`config.mk`:
```
export PLATFORM = sky130hd
export DESIGN_NAME = af_focus_search_ctrl_flat
export DESIGN_NICKNAME = d
export VERILOG_FILES = /design/src/rtl/af_focus_search_ctrl_pkg.sv /design/src/rtl/af_focus_search_ctrl_if.sv /design/src/rtl/af_focus_search_ctrl_peak_tracker.sv /design/src/rtl/af_focus_search_ctrl.sv /design/src/flat_wrapper.sv
export SDC_FILE = /design/constraint.sdc
export NUM_CORES = 1
export LEC_CHECK = 0
export BUFFER_PORTS_ARGS = -buffer_cell sky130_fd_sc_hd__buf_4
export CORE_MARGIN = 5
export CORE_UTILIZATION = 30
export CTS_CLUSTER_DIAMETER = 50
export CTS_CLUSTER_SIZE = 40
export DETAILED_ROUTE_END_ITERATION = 12
export PLACE_DENSITY_LB_ADDON = 0.12
export SYNTH_ARGS = -nofsm -noshare
export SYNTH_HDL_FRONTEND = slang
export SYNTH_SLANG_ARGS = --single-unit
export TNS_END_PERCENT = 10
```
`constraint.sdc`:
```
create_clock -name VIDEO_CLK -period 4.9 [get_ports VIDEO_CLK]
set_input_delay 0.98 -clock VIDEO_CLK [delete_from_list [all_inputs] [get_ports VIDEO_CLK]]
set_output_delay 0.98 -clock VIDEO_CLK [all_outputs]
set_load 0.1 [all_outputs]
```
`src/rtl/af_focus_search_ctrl_pkg.sv`:
```
// Autofocus search shared types: FSM state, sweep phase, VCM write word builder
// and the default parameter set used by the controller, its interface and bench.
package af_pkg;

    localparam int unsigned POS_W_DEF         = 10;
    localparam int unsigned POS_MAX_DEF       = 1023;
    localparam int unsigned COARSE_STEP_DEF   = 32;
    localparam int unsigned FINE_STEP_DEF     = 4;
    localparam int unsigned SETTLE_FRAMES_DEF = 2;
    localparam int unsigned METRIC_W_DEF      = 24;
    localparam int unsigned VCM_DATA_W        = 16;

    typedef enum logic [2:0] {
        ST_IDLE,
        ST_MOVE,
        ST_SETTLE,
        ST_MEASURE,
        ST_EVAL,
        ST_PARK,
        ST_DONE
    } af_state_e;

    typedef enum logic {
        PH_COARSE,
        PH_FINE
    } af_phase_e;

    // VCM driver word: position sits in bits [13:4]
    function automatic logic [VCM_DATA_W-1:0] vcm_word(input logic [POS_W_DEF-1:0] pos);
        return {2'b00, pos, 4'h0};
    endfunction

endpackage

```
`src/rtl/af_focus_search_ctrl_if.sv`:
```
// Autofocus controller bus: start key, frame statistics input, VCM I2C
// req/ack handshake and search status.
//   master : the search controller
//   slave  : key/statistics/I2C writer side
interface af_focus_search_ctrl_if
    import af_pkg::*;
#(
    parameter int unsigned POS_W    = POS_W_DEF,
    parameter int unsigned METRIC_W = METRIC_W_DEF
) ();
    logic                  AUTO_FOC;
    logic                  FRAME_END;
    logic [METRIC_W-1:0]   METRIC;
    logic                  I2C_ACK;
    logic                  I2C_REQ;
    logic [VCM_DATA_W-1:0] VCM_DATA;
    logic [POS_W-1:0]      VCM_POS;
    logic [METRIC_W-1:0]   BEST_METRIC;
    logic                  BUSY;
    logic                  VCM_END;

    modport master (
        input  AUTO_FOC, FRAME_END, METRIC, I2C_ACK,
        output I2C_REQ, VCM_DATA, VCM_POS, BEST_METRIC, BUSY, VCM_END
    );

    modport slave (
        output AUTO_FOC, FRAME_END, METRIC, I2C_ACK,
        input  I2C_REQ, VCM_DATA, VCM_POS, BEST_METRIC, BUSY, VCM_END
    );
endinterface

```
`src/rtl/af_focus_search_ctrl_peak_tracker.sv`:
```
// Running maximum of the sharpness metric and the lens position where it occurred.
//   clr     : zero best_metric/best_pos (new search)
//   cap_en  : present metric/pos for comparison this cycle
//   best_*  : registered peak; strictly-greater update so ties keep the earlier position
module af_peak_tracker #(
    parameter int unsigned POS_W    = 10,
    parameter int unsigned METRIC_W = 24
) (
    input  logic                clk,
    input  logic                rst_n,
    input  logic                clr,
    input  logic                cap_en,
    input  logic [METRIC_W-1:0] metric,
    input  logic [POS_W-1:0]    pos,
    output logic [METRIC_W-1:0] best_metric,
    output logic [POS_W-1:0]    best_pos
);

    always_ff @(posedge clk or negedge rst_n) begin
        if (!rst_n) begin
            best_metric <= '0;
            best_pos    <= '0;
        end else if (clr) begin
            best_metric <= '0;
            best_pos    <= '0;
        end else if (cap_en && (metric > best_metric)) begin
            best_metric <= metric;
            best_pos    <= pos;
        end
    end

endmodule

```
`src/rtl/af_focus_search_ctrl.sv`:
```
// Autofocus sequencer: coarse then fine lens sweep, one sharpness metric per
// position after discarding settle frames, then parks the lens at the peak.
//   VIDEO_CLK : clock
//   RESET_N   : async active-low reset
//   bus       : start key, FRAME_END/METRIC, I2C_REQ/I2C_ACK, VCM_DATA/VCM_POS,
//               BEST_METRIC, BUSY, VCM_END
module af_focus_search_ctrl
    import af_pkg::*;
#(
    parameter int unsigned POS_W         = POS_W_DEF,
    parameter int unsigned POS_MAX       = POS_MAX_DEF,
    parameter int unsigned COARSE_STEP   = COARSE_STEP_DEF,
    parameter int unsigned FINE_STEP     = FINE_STEP_DEF,
    parameter int unsigned SETTLE_FRAMES = SETTLE_FRAMES_DEF,
    parameter int unsigned METRIC_W      = METRIC_W_DEF
) (
    input logic                      VIDEO_CLK,
    input logic                      RESET_N,
    af_focus_search_ctrl_if.master   bus
);

    localparam int unsigned CNT_W = (SETTLE_FRAMES > 1) ? $clog2(SETTLE_FRAMES) : 1;

    af_state_e             state_q, state_d;
    af_phase_e             phase_q, phase_d;
    logic [POS_W-1:0]      pos_q, pos_d;
    logic [POS_W-1:0]      hi_q, hi_d;
    logic [CNT_W-1:0]      settle_q, settle_d;
    logic                  req_q, req_d;
    logic                  busy_q, busy_d;
    logic                  end_q, end_d;
    logic [METRIC_W-1:0]   best_out_q, best_out_d;
    logic [VCM_DATA_W-1:0] data_q, data_d;

    logic [2:0]            foc_sync;
    logic                  start_q;
    logic                  trk_clr, trk_cap;
    logic [METRIC_W-1:0]   best_metric;
    logic [POS_W-1:0]      best_pos;

    logic [POS_W:0]        step_c, nxt_c, hi_ext_c;
    logic [POS_W-1:0]      win_lo_c, win_hi_c;

    // Key synchroniser (idle high) and registered falling-edge start pulse
    always_ff @(posedge VIDEO_CLK or negedge RESET_N) begin
        if (!RESET_N) begin
            foc_sync <= 3'b111;
            start_q  <= 1'b0;
        end else begin
            foc_sync <= {foc_sync[1:0], bus.AUTO_FOC};
            start_q  <= foc_sync[2] & ~foc_sync[1];
        end
    end

    af_peak_tracker #(
        .POS_W    (POS_W),
        .METRIC_W (METRIC_W)
    ) u_peak (
        .clk         (VIDEO_CLK),
        .rst_n       (RESET_N),
        .clr         (trk_clr),
        .cap_en      (trk_cap),
        .metric      (bus.METRIC),
        .pos         (pos_q),
        .best_metric (best_metric),
        .best_pos    (best_pos)
    );

    // Next sweep point and fine window around the coarse peak, one bit wider to catch overflow
    always_comb begin
        step_c   = (phase_q == PH_COARSE) ? (POS_W+1)'(COARSE_STEP) : (POS_W+1)'(FINE_STEP);
        nxt_c    = {1'b0, pos_q} + step_c;
        hi_ext_c = {1'b0, best_pos} + (POS_W+1)'(COARSE_STEP);
        win_hi_c = (hi_ext_c > (POS_W+1)'(POS_MAX)) ? POS_W'(POS_MAX) : hi_ext_c[POS_W-1:0];
        win_lo_c = (best_pos >= POS_W'(COARSE_STEP)) ? (best_pos - POS_W'(COARSE_STEP)) : '0;
    end

    // State and output registers
    always_ff @(posedge VIDEO_CLK or negedge RESET_N) begin
        if (!RESET_N) begin
            state_q    <= ST_IDLE;
            phase_q    <= PH_COARSE;
            pos_q      <= '0;
            hi_q       <= '0;
            settle_q   <= '0;
            req_q      <= 1'b0;
            busy_q     <= 1'b0;
            end_q      <= 1'b0;
            best_out_q <= '0;
            data_q     <= '0;
        end else begin
            state_q    <= state_d;
            phase_q    <= phase_d;
            pos_q      <= pos_d;
            hi_q       <= hi_d;
            settle_q   <= settle_d;
            req_q      <= req_d;
            busy_q     <= busy_d;
            end_q      <= end_d;
            best_out_q <= best_out_d;
            data_q     <= data_d;
        end
    end

    // Next-state and next-output logic
    always_comb begin
        state_d    = state_q;
        phase_d    = phase_q;
        pos_d      = pos_q;
        hi_d       = hi_q;
        settle_d   = settle_q;
        req_d      = req_q;
        busy_d     = busy_q;
        end_d      = end_q;
        best_out_d = best_out_q;
        trk_clr    = 1'b0;
        trk_cap    = 1'b0;

        case (state_q)
            ST_IDLE: begin
                if (start_q) begin
                    trk_clr    = 1'b1;
                    phase_d    = PH_COARSE;
                    pos_d      = '0;
                    hi_d       = POS_W'(POS_MAX);
                    end_d      = 1'b0;
                    busy_d     = 1'b1;
                    best_out_d = '0;
                    state_d    = ST_MOVE;
                end
            end
            // REQ is low on the entry cycle, so an ACK there is a stray and ignored
            ST_MOVE, ST_PARK: begin
                if (req_q && bus.I2C_ACK) begin
                    req_d    = 1'b0;
                    settle_d = '0;
                    if (state_q == ST_PARK) begin
                        state_d = ST_DONE;
                    end else if (SETTLE_FRAMES != 0) begin
                        state_d = ST_SETTLE;
                    end else begin
                        state_d = ST_MEASURE;
                    end
                end else begin
                    req_d = 1'b1;
                end
            end
            ST_SETTLE: begin
                if (bus.FRAME_END) begin
                    if (settle_q == CNT_W'(SETTLE_FRAMES - 1)) begin
                        settle_d = '0;
                        state_d  = ST_MEASURE;
                    end else begin
                        settle_d = settle_q + CNT_W'(1);
                    end
                end
            end
            // Peak compare happens as the metric is captured, so EVAL sees the updated best
            ST_MEASURE: begin
                if (bus.FRAME_END) begin
                    trk_cap = 1'b1;
                    state_d = ST_EVAL;
                end
            end
            ST_EVAL: begin
                if (nxt_c <= {1'b0, hi_q}) begin
                    pos_d   = nxt_c[POS_W-1:0];
                    state_d = ST_MOVE;
                end else if (phase_q == PH_COARSE) begin
                    phase_d = PH_FINE;
                    pos_d   = win_lo_c;
                    hi_d    = win_hi_c;
                    state_d = ST_MOVE;
                end else begin
                    pos_d   = best_pos;
                    state_d = ST_PARK;
                end
            end
            ST_DONE: begin
                end_d      = 1'b1;
                busy_d     = 1'b0;
                best_out_d = best_metric;
                state_d    = ST_IDLE;
            end
            default: state_d = ST_IDLE;
        endcase

        // Position only changes on entry to MOVE/PARK, so the word follows it
        data_d = vcm_word(POS_W_DEF'(pos_d));
    end

    assign bus.I2C_REQ     = req_q;
    assign bus.VCM_DATA    = data_q;
    assign bus.VCM_POS     = pos_q;
    assign bus.BEST_METRIC = best_out_q;
    assign bus.BUSY        = busy_q;
    assign bus.VCM_END     = end_q;

endmodule

```
`src/flat_wrapper.sv`:
```
// flat-port wrapper written by rule: the top's interface ports become plain ports
module af_focus_search_ctrl_flat import af_pkg::*;
#(
    parameter int unsigned POS_W         = POS_W_DEF,
    parameter int unsigned POS_MAX       = POS_MAX_DEF,
    parameter int unsigned COARSE_STEP   = COARSE_STEP_DEF,
    parameter int unsigned FINE_STEP     = FINE_STEP_DEF,
    parameter int unsigned SETTLE_FRAMES = SETTLE_FRAMES_DEF,
    parameter int unsigned METRIC_W      = METRIC_W_DEF
)
  (VIDEO_CLK, RESET_N, bus_AUTO_FOC, bus_FRAME_END, bus_METRIC, bus_I2C_ACK, bus_I2C_REQ, bus_VCM_DATA, bus_VCM_POS, bus_BEST_METRIC, bus_BUSY, bus_VCM_END);
  af_focus_search_ctrl_if #(.POS_W(POS_W), .METRIC_W(METRIC_W)) bus_i ();
  input logic VIDEO_CLK;
  input logic RESET_N;
  input wire logic [$bits(bus_i.AUTO_FOC)-1:0] bus_AUTO_FOC;
  input wire logic [$bits(bus_i.FRAME_END)-1:0] bus_FRAME_END;
  input wire logic [$bits(bus_i.METRIC)-1:0] bus_METRIC;
  input wire logic [$bits(bus_i.I2C_ACK)-1:0] bus_I2C_ACK;
  output wire logic [$bits(bus_i.I2C_REQ)-1:0] bus_I2C_REQ;
  output wire logic [$bits(bus_i.VCM_DATA)-1:0] bus_VCM_DATA;
  output wire logic [$bits(bus_i.VCM_POS)-1:0] bus_VCM_POS;
  output wire logic [$bits(bus_i.BEST_METRIC)-1:0] bus_BEST_METRIC;
  output wire logic [$bits(bus_i.BUSY)-1:0] bus_BUSY;
  output wire logic [$bits(bus_i.VCM_END)-1:0] bus_VCM_END;
  assign bus_i.AUTO_FOC = bus_AUTO_FOC;
  assign bus_i.FRAME_END = bus_FRAME_END;
  assign bus_i.METRIC = bus_METRIC;
  assign bus_i.I2C_ACK = bus_I2C_ACK;
  assign bus_I2C_REQ = bus_i.I2C_REQ;
  assign bus_VCM_DATA = bus_i.VCM_DATA;
  assign bus_VCM_POS = bus_i.VCM_POS;
  assign bus_BEST_METRIC = bus_i.BEST_METRIC;
  assign bus_BUSY = bus_i.BUSY;
  assign bus_VCM_END = bus_i.VCM_END;
  af_focus_search_ctrl #(.POS_W(POS_W), .POS_MAX(POS_MAX), .COARSE_STEP(COARSE_STEP), .FINE_STEP(FINE_STEP), .SETTLE_FRAMES(SETTLE_FRAMES), .METRIC_W(METRIC_W)) u_core (.VIDEO_CLK(VIDEO_CLK), .RESET_N(RESET_N), .bus(bus_i));
endmodule
```
Yosys cells after proc, flatten, opt, wreduce, memory -nomap -nowiden
Cells that the tools add are included.
- word-level logic and storage cells: 91
- output and inout port bits: 53
- bits of input ports: 29
- register bits: 90
- multiplexer cells: 41
- eq/ne operators: 13
- $add $sub $neg: 4
- bitwise logic cells: 2
- order comparisons: 4
- reductions and logical operators: 14
- operators by type and width (operator ; count):
    $mux W10 ; 10
    $mux W24 ; 3
    $pmux W24 S2 ; 1
    $pmux W10 S2 ; 2
    $gt A24 B24 Y1 ; 1
    $mux W3 ; 8
    $pmux W3 S5 ; 1
    $add A10 B11 Y11 ; 1
    $add A10 B6 Y11 const B ; 1
    $gt A11 B10 Y1 const B ; 1
    $le A11 B10 Y1 ; 1
    $mux W1 ; 11
    $ge A10 B6 Y1 const B ; 1
    $sub A10 B6 Y10 const B ; 1
    $eq A3 B3 Y1 const B ; 3
    $ne A2 B2 Y1 const B ; 4
    $pmux W1 S2 ; 4
    $reduce_bool A2 Y1 ; 4
    $eq A3 B2 Y1 const B ; 2
    $mux W6 ; 1
    $ne A2 B1 Y1 const B ; 3
    $reduce_and A3 Y1 ; 2
    $reduce_and A5 Y1 ; 1
    $reduce_and A2 Y1 ; 2
    8 further kinds ; 9

Depth between registers and ports, before layout
- depth after elaboration: 6
- gate-level depth with buffers: 14
- gate-level depth less buffers: 12

Hierarchy
From an unflattened synthesis, not the netlist that was laid out.
- cell total of the unflattened synthesis: 456
- area, all modules: 4859.7 sq um
- modules (own cells, without submodules) (module ; area an instance (sq um) ; seq. area each (sq um) ; times used ; cells an instance):
    af_focus_search_ctrl ; 2990.4 ; 1405.1 ; 1 ; 291
    af_peak_tracker ; 1869.3 ; 850.8 ; 1 ; 165

Worst setup path before layout
Ideal clock, no wire load.
- kind: register to register
- from: register u_core.bus.VCM_DATA[6] (netlist name)
- to: register u_core.data_q[10] (netlist: u_core.bus.VCM_DATA[10])
- path slack: 1090 ps
- period minus slack after synthesis: 3810 ps
- data required time: 4813 ps
- data arrival time: 3723 ps
- cell stages (with the launch flop): 12
- library setup time: 87 ps
- buffers on the path: 0
- path through: dfrtp_1 ha_1 ha_1 a31oi_1 nor2_1 xor2_1 ha_1 a21o_1 a21o_1 o41a_1 or4_1 o211ai_1
- RTL lines (item ; RTL line ; RTL):
    end signal, assigned ; af_focus_search_ctrl.sv:101 ; data_q <= data_d;
    end, declared ; af_focus_search_ctrl.sv:33 ; logic [VCM_DATA_W-1:0] data_q, data_d;

Worst setup path in the final report
- from: register u_core.phase_q
- to: register u_core.data_q[9] (netlist: u_core.bus.VCM_DATA[9])
- longest elaborated chain between the ends: 5
- elaborated cells on any way between the ends: 6
- classes of those cells: add/sub: 1; order compare: 1; mux: 4
- ends and longest elaborated chain (item ; RTL line ; RTL):
    start, declared ; af_focus_search_ctrl.sv:25 ; af_phase_e phase_q, phase_d;
    start signal, assigned ; af_focus_search_ctrl.sv:93 ; phase_q <= phase_d;
    $mux W6 ; af_focus_search_ctrl.sv:71 ; step_c = (phase_q == PH_COARSE) ? (POS_W+1)'(COARSE_STEP) : (POS_W+1)'(FINE_STEP);
    $add A10 B11 Y11 ; af_focus_search_ctrl.sv:72 ; nxt_c = {1'b0, pos_q} + step_c;
    $le A11 B10 Y1 ; af_focus_search_ctrl.sv:166 ; if (nxt_c <= {1'b0, hi_q}) begin
    $mux W10 (*) ; af_focus_search_ctrl.sv:166 ;
    $pmux W10 S2 (*) ; af_focus_search_ctrl.sv:119 ; case (state_q)
Mark *: on every way between the ends. The rest lies on a longest branch, timed or not.
A chain may end at the register's enable or synchronous reset.

==> run_results.csv <==
group,metric,value,unit
cells_and_area,diodes,0,
power_and_ir_drop,p_leak,2.85,nW
worst_setup_path,cp-startpoint,"u_core.phase_q",
place,post_dp_cell_area,5980,um2
global_route,antenna_found_initial,0,
floorplan,chipHeight,143,um
timing,hold_viol,0,
logic_synthesis,synth_fa_ha_area_frac,0.0939,
worst_setup_path,cp_max_fo,11,
clocking,ctsHoldBuffers,0,
logic_synthesis,muxShareOfSynthArea,0.00962,
timing,setup_tns,0,ns
logic_synthesis,ys_warn_count,0,
worst_setup_path,r2r_end,"u_core.bus.VCM_DATA[9]",
worst_hold_path,holdPathStages,0,
detailed_routing,drt-pass1-iter-count,5,
detailed_routing,remaining_drc_errors,0,
detailed_routing,totalWireLength,14.0,mm
clocking,post_cts_buffers,0,
detailed_routing,vias_per_cell,5.15,
logic_synthesis,synthSimpleGateAreaFrac,0.132,
clocking,insertion_delay,0.35,ns
clocking,cts_max_level,3,
worst_hold_path,min_to,"u_core.foc_sync[1]",
timing,drv_slew,0,
clocking,cts_buffer_depth,2,
worst_setup_path,crit_type,"reg2reg",
logic_synthesis,synth_common_cells,"87 x dfrtp_1, 50 x nand3_1, 42 x inv_1, 40 x ha_1, 33 x nand2_1",
logic_synthesis,synth_edf_count,0,
place,dp_hpwl,9.72,mm
global_route,grt-ovfl-total,0,
cells_and_area,nFillCells,1754,
timing,min_period_over_period,0.752,
logic_synthesis,yosysMostFrequentCell,"dfrtp_1",
logic_synthesis,synth_xor_area_frac,0.0181,
logic_synthesis,ys_ff_latch,90,
timing,slew_headroom,0.116,
run,cap_viol_max_count,0,
detailed_routing,drt_iter0_drc,173,
logic_synthesis,synth_top_area_frac,0.408,
clocking,cts_made_buffers,9,
clocking,cts-root-buf,"clkbuf_16",
floorplan,coreArea,17400,um2
global_route,grt_pass1_vias,4140,
logic_synthesis,synth_top_family_by_area,"compound AO/OA/AOI/OAI gates",
timing,setup_viol_count_final,0,
worst_setup_path,critPathCaptureType,"flip-flop",
cells_and_area,nets,620,
global_route,grt_pass1_wl,22.7,mm
worst_setup_path,cp.arrival,3.89,ns
floorplan,io_pins,82,
floorplan,row_count,48,
logic_synthesis,ys_seq_area_frac,0.423,
logic_synthesis,synth.area.top_cells,"dfrtp_1 41%, ha_1 9.4%, o31ai_4 9.2%, nand3_1 4.7%, a22o_1 3.9%",
timing,rsz0062_at_grt,"false",
cells_and_area,utilization,0.362,
worst_setup_path,cp-start-kind,"flip-flop",
cells_and_area,final_cell_area,6280,um2
logic_synthesis,syn_area,5330,um2
worst_hold_path,hold_class,"reg2reg",
cells_and_area,syn2layout_area_growth,17.8,%
global_route,globalRouteTotalUtil,0.141,
power_and_ir_drop,ir_drop,0.272,mV
clocking,clock_sinks,90,
worst_setup_path,r2r_setup_slack,1.22,ns
logic_synthesis,async_flop_share,1.00,
detailed_routing,vias,4020,
logic_synthesis,synth_compound_area_frac,0.239,
power_and_ir_drop,total_power,3.27,mW
logic_synthesis,synth_cell_types,60,
timing,final.min_clock_period,3.68,ns
timing,fmax,271,MHz
timing,fin_worst_skew,0.00798,ns
detailed_routing,wl_per_cell,17.9,um
timing,tightest_slew,1.33,ns
run_status,status,"completed",
worst_hold_path,min_from,"u_core.foc_sync[0]",
clocking,cts_resized,0,
detailed_routing,postRouteAntennaNets,0,
logic_synthesis,synthCells,497,
cells_and_area,drive_gt1_frac,0.237,
global_route,grt_max_degree,60,
floorplan,start_util,0.307,
floorplan,die_w,143,um
logic_synthesis,synth_top_area_cell,"dfrtp_1",
logic_synthesis,synthFlopType,"dfrtp_1",
place,io_buffers,75,
floorplan,dieArea,20500,um2
logic_synthesis,syn_avg_cell_area,10.7,um2
place,routabilityCongestion,0.847,
clocking,cts_tree,"built",
worst_setup_path,cp_data_required_time,5.11,ns
worst_setup_path,r2r_cells,11,
worst_setup_path,r2r-start,"u_core.phase_q",
power_and_ir_drop,powerDensity,520,nW/um2
clocking,clk_pin_slew_worst_paths,0.07,ns
[cells in the final DEF (no fill, tap or decap), drive strengths merged, types with 5 or more instances in the layout]
cell type / Yosys / final
dfrtp: 87 / 87
buf: 25 / 81
o31ai: 28 / 28
xor2: 6 / 6
o211ai: 8 / 8
ha: 40 / 40
nand4: 10 / 10
a21oi: 18 / 18
nor3: 5 / 5
xnor2: 5 / 5
o21ai: 17 / 17
nand2: 33 / 33
conb: 1 / 6
inv: 43 / 43
a22o: 24 / 24
nor2b: 6 / 6
nand3: 50 / 50
clkbuf: 18 / 12
nor2: 13 / 13
o32a: 10 / 10
[metrics by stage]
stage	hold slack [ns]	std cells	setup slack (ns)
finish	0.357	781	1.22
detailed placement	0.350	765	1.28
floorplan	0.345	502	1.09
global route	0.367	781	0.953
global placement	0.351	765	1.38
CTS	0.360	781	1.27
[critical path: stages (launching register included)]
cell and delay, ns:
dfrtp_1 0.50, ha_1 0.28, ha_1 0.24, a31oi_1 0.43, nor2_1 0.12, xor2_1 0.18, ha_1 0.30, a21o_1 0.19
a21o_1 0.19, o41a_1 0.51, o21ai_1 0.43, o211ai_1 0.17
[worst max path at each step]
stage | end | slack (ns) | cells after the start
after floorplan | u_core.bus.VCM_DATA[10] | 1.09 | 11
after global placement | u_core.bus.VCM_DATA[10] | 1.38 | 11
after detailed placement | u_core.bus.VCM_DATA[10] | 1.28 | 11
after CTS | u_core.bus.VCM_DATA[9] | 1.27 | 11
after global routing | u_core.bus.VCM_DATA[11] | 0.95 | 11
final | u_core.bus.VCM_DATA[9] | 1.22 | 11
[state kept, by name, summed over array words and instances, names as in the netlist]
register,flops
u_core.bus.BEST_METRIC,24
u_core.u_peak.best_pos,10
u_core.hi_q,10
u_core.state_q,3
u_core.start_q,1
u_core.bus.BUSY,1
u_core.bus.VCM_END,1
u_core.bus.I2C_REQ,1
u_core.bus.VCM_DATA,10
u_core.settle_q,1
u_core.phase_q,1
u_core.foc_sync,3
u_core.u_peak.best_metric,24
[report_power, final]
group | internal, mW | switching [mW]
clock network | 0.423 | 0.300
logic | 0.477 | 1.01
registers | 0.907 | 0.151
[kinds of logic (layout without fill, tap and decap cells)]
family | Yosys count | in the layout
simple gates | 134 | 134
xor+xnor | 11 | 11
mux | 5 | 5
fa+ha+maj | 40 | 40
buf+inv | 86 | 140
compound gates | 130 | 130
flops | 90 | 90
other cells | 1 | 6
[cell type report]
cell class,instances,area (um2),share of cell area
clock inverter,4,50.0,0.00797
sequential,90,2260,0.359
multi-input combinational,326,2670,0.425
timing repair buffer,81,608,0.0968
inverter,43,161,0.0257
tap,225,282,0.0448
clock buffer,12,256,0.0408
[per-layer routing]
layer,global-route usage,share of wire,up-vias
met5,0,0,-
met4,0.0387,0.013,0
met3,0.0449,0.062,12
met2,0.221,0.46,109
met1,0.188,0.47,1987
li1,-,-,1912
Power figures use the tool's default switching activity.
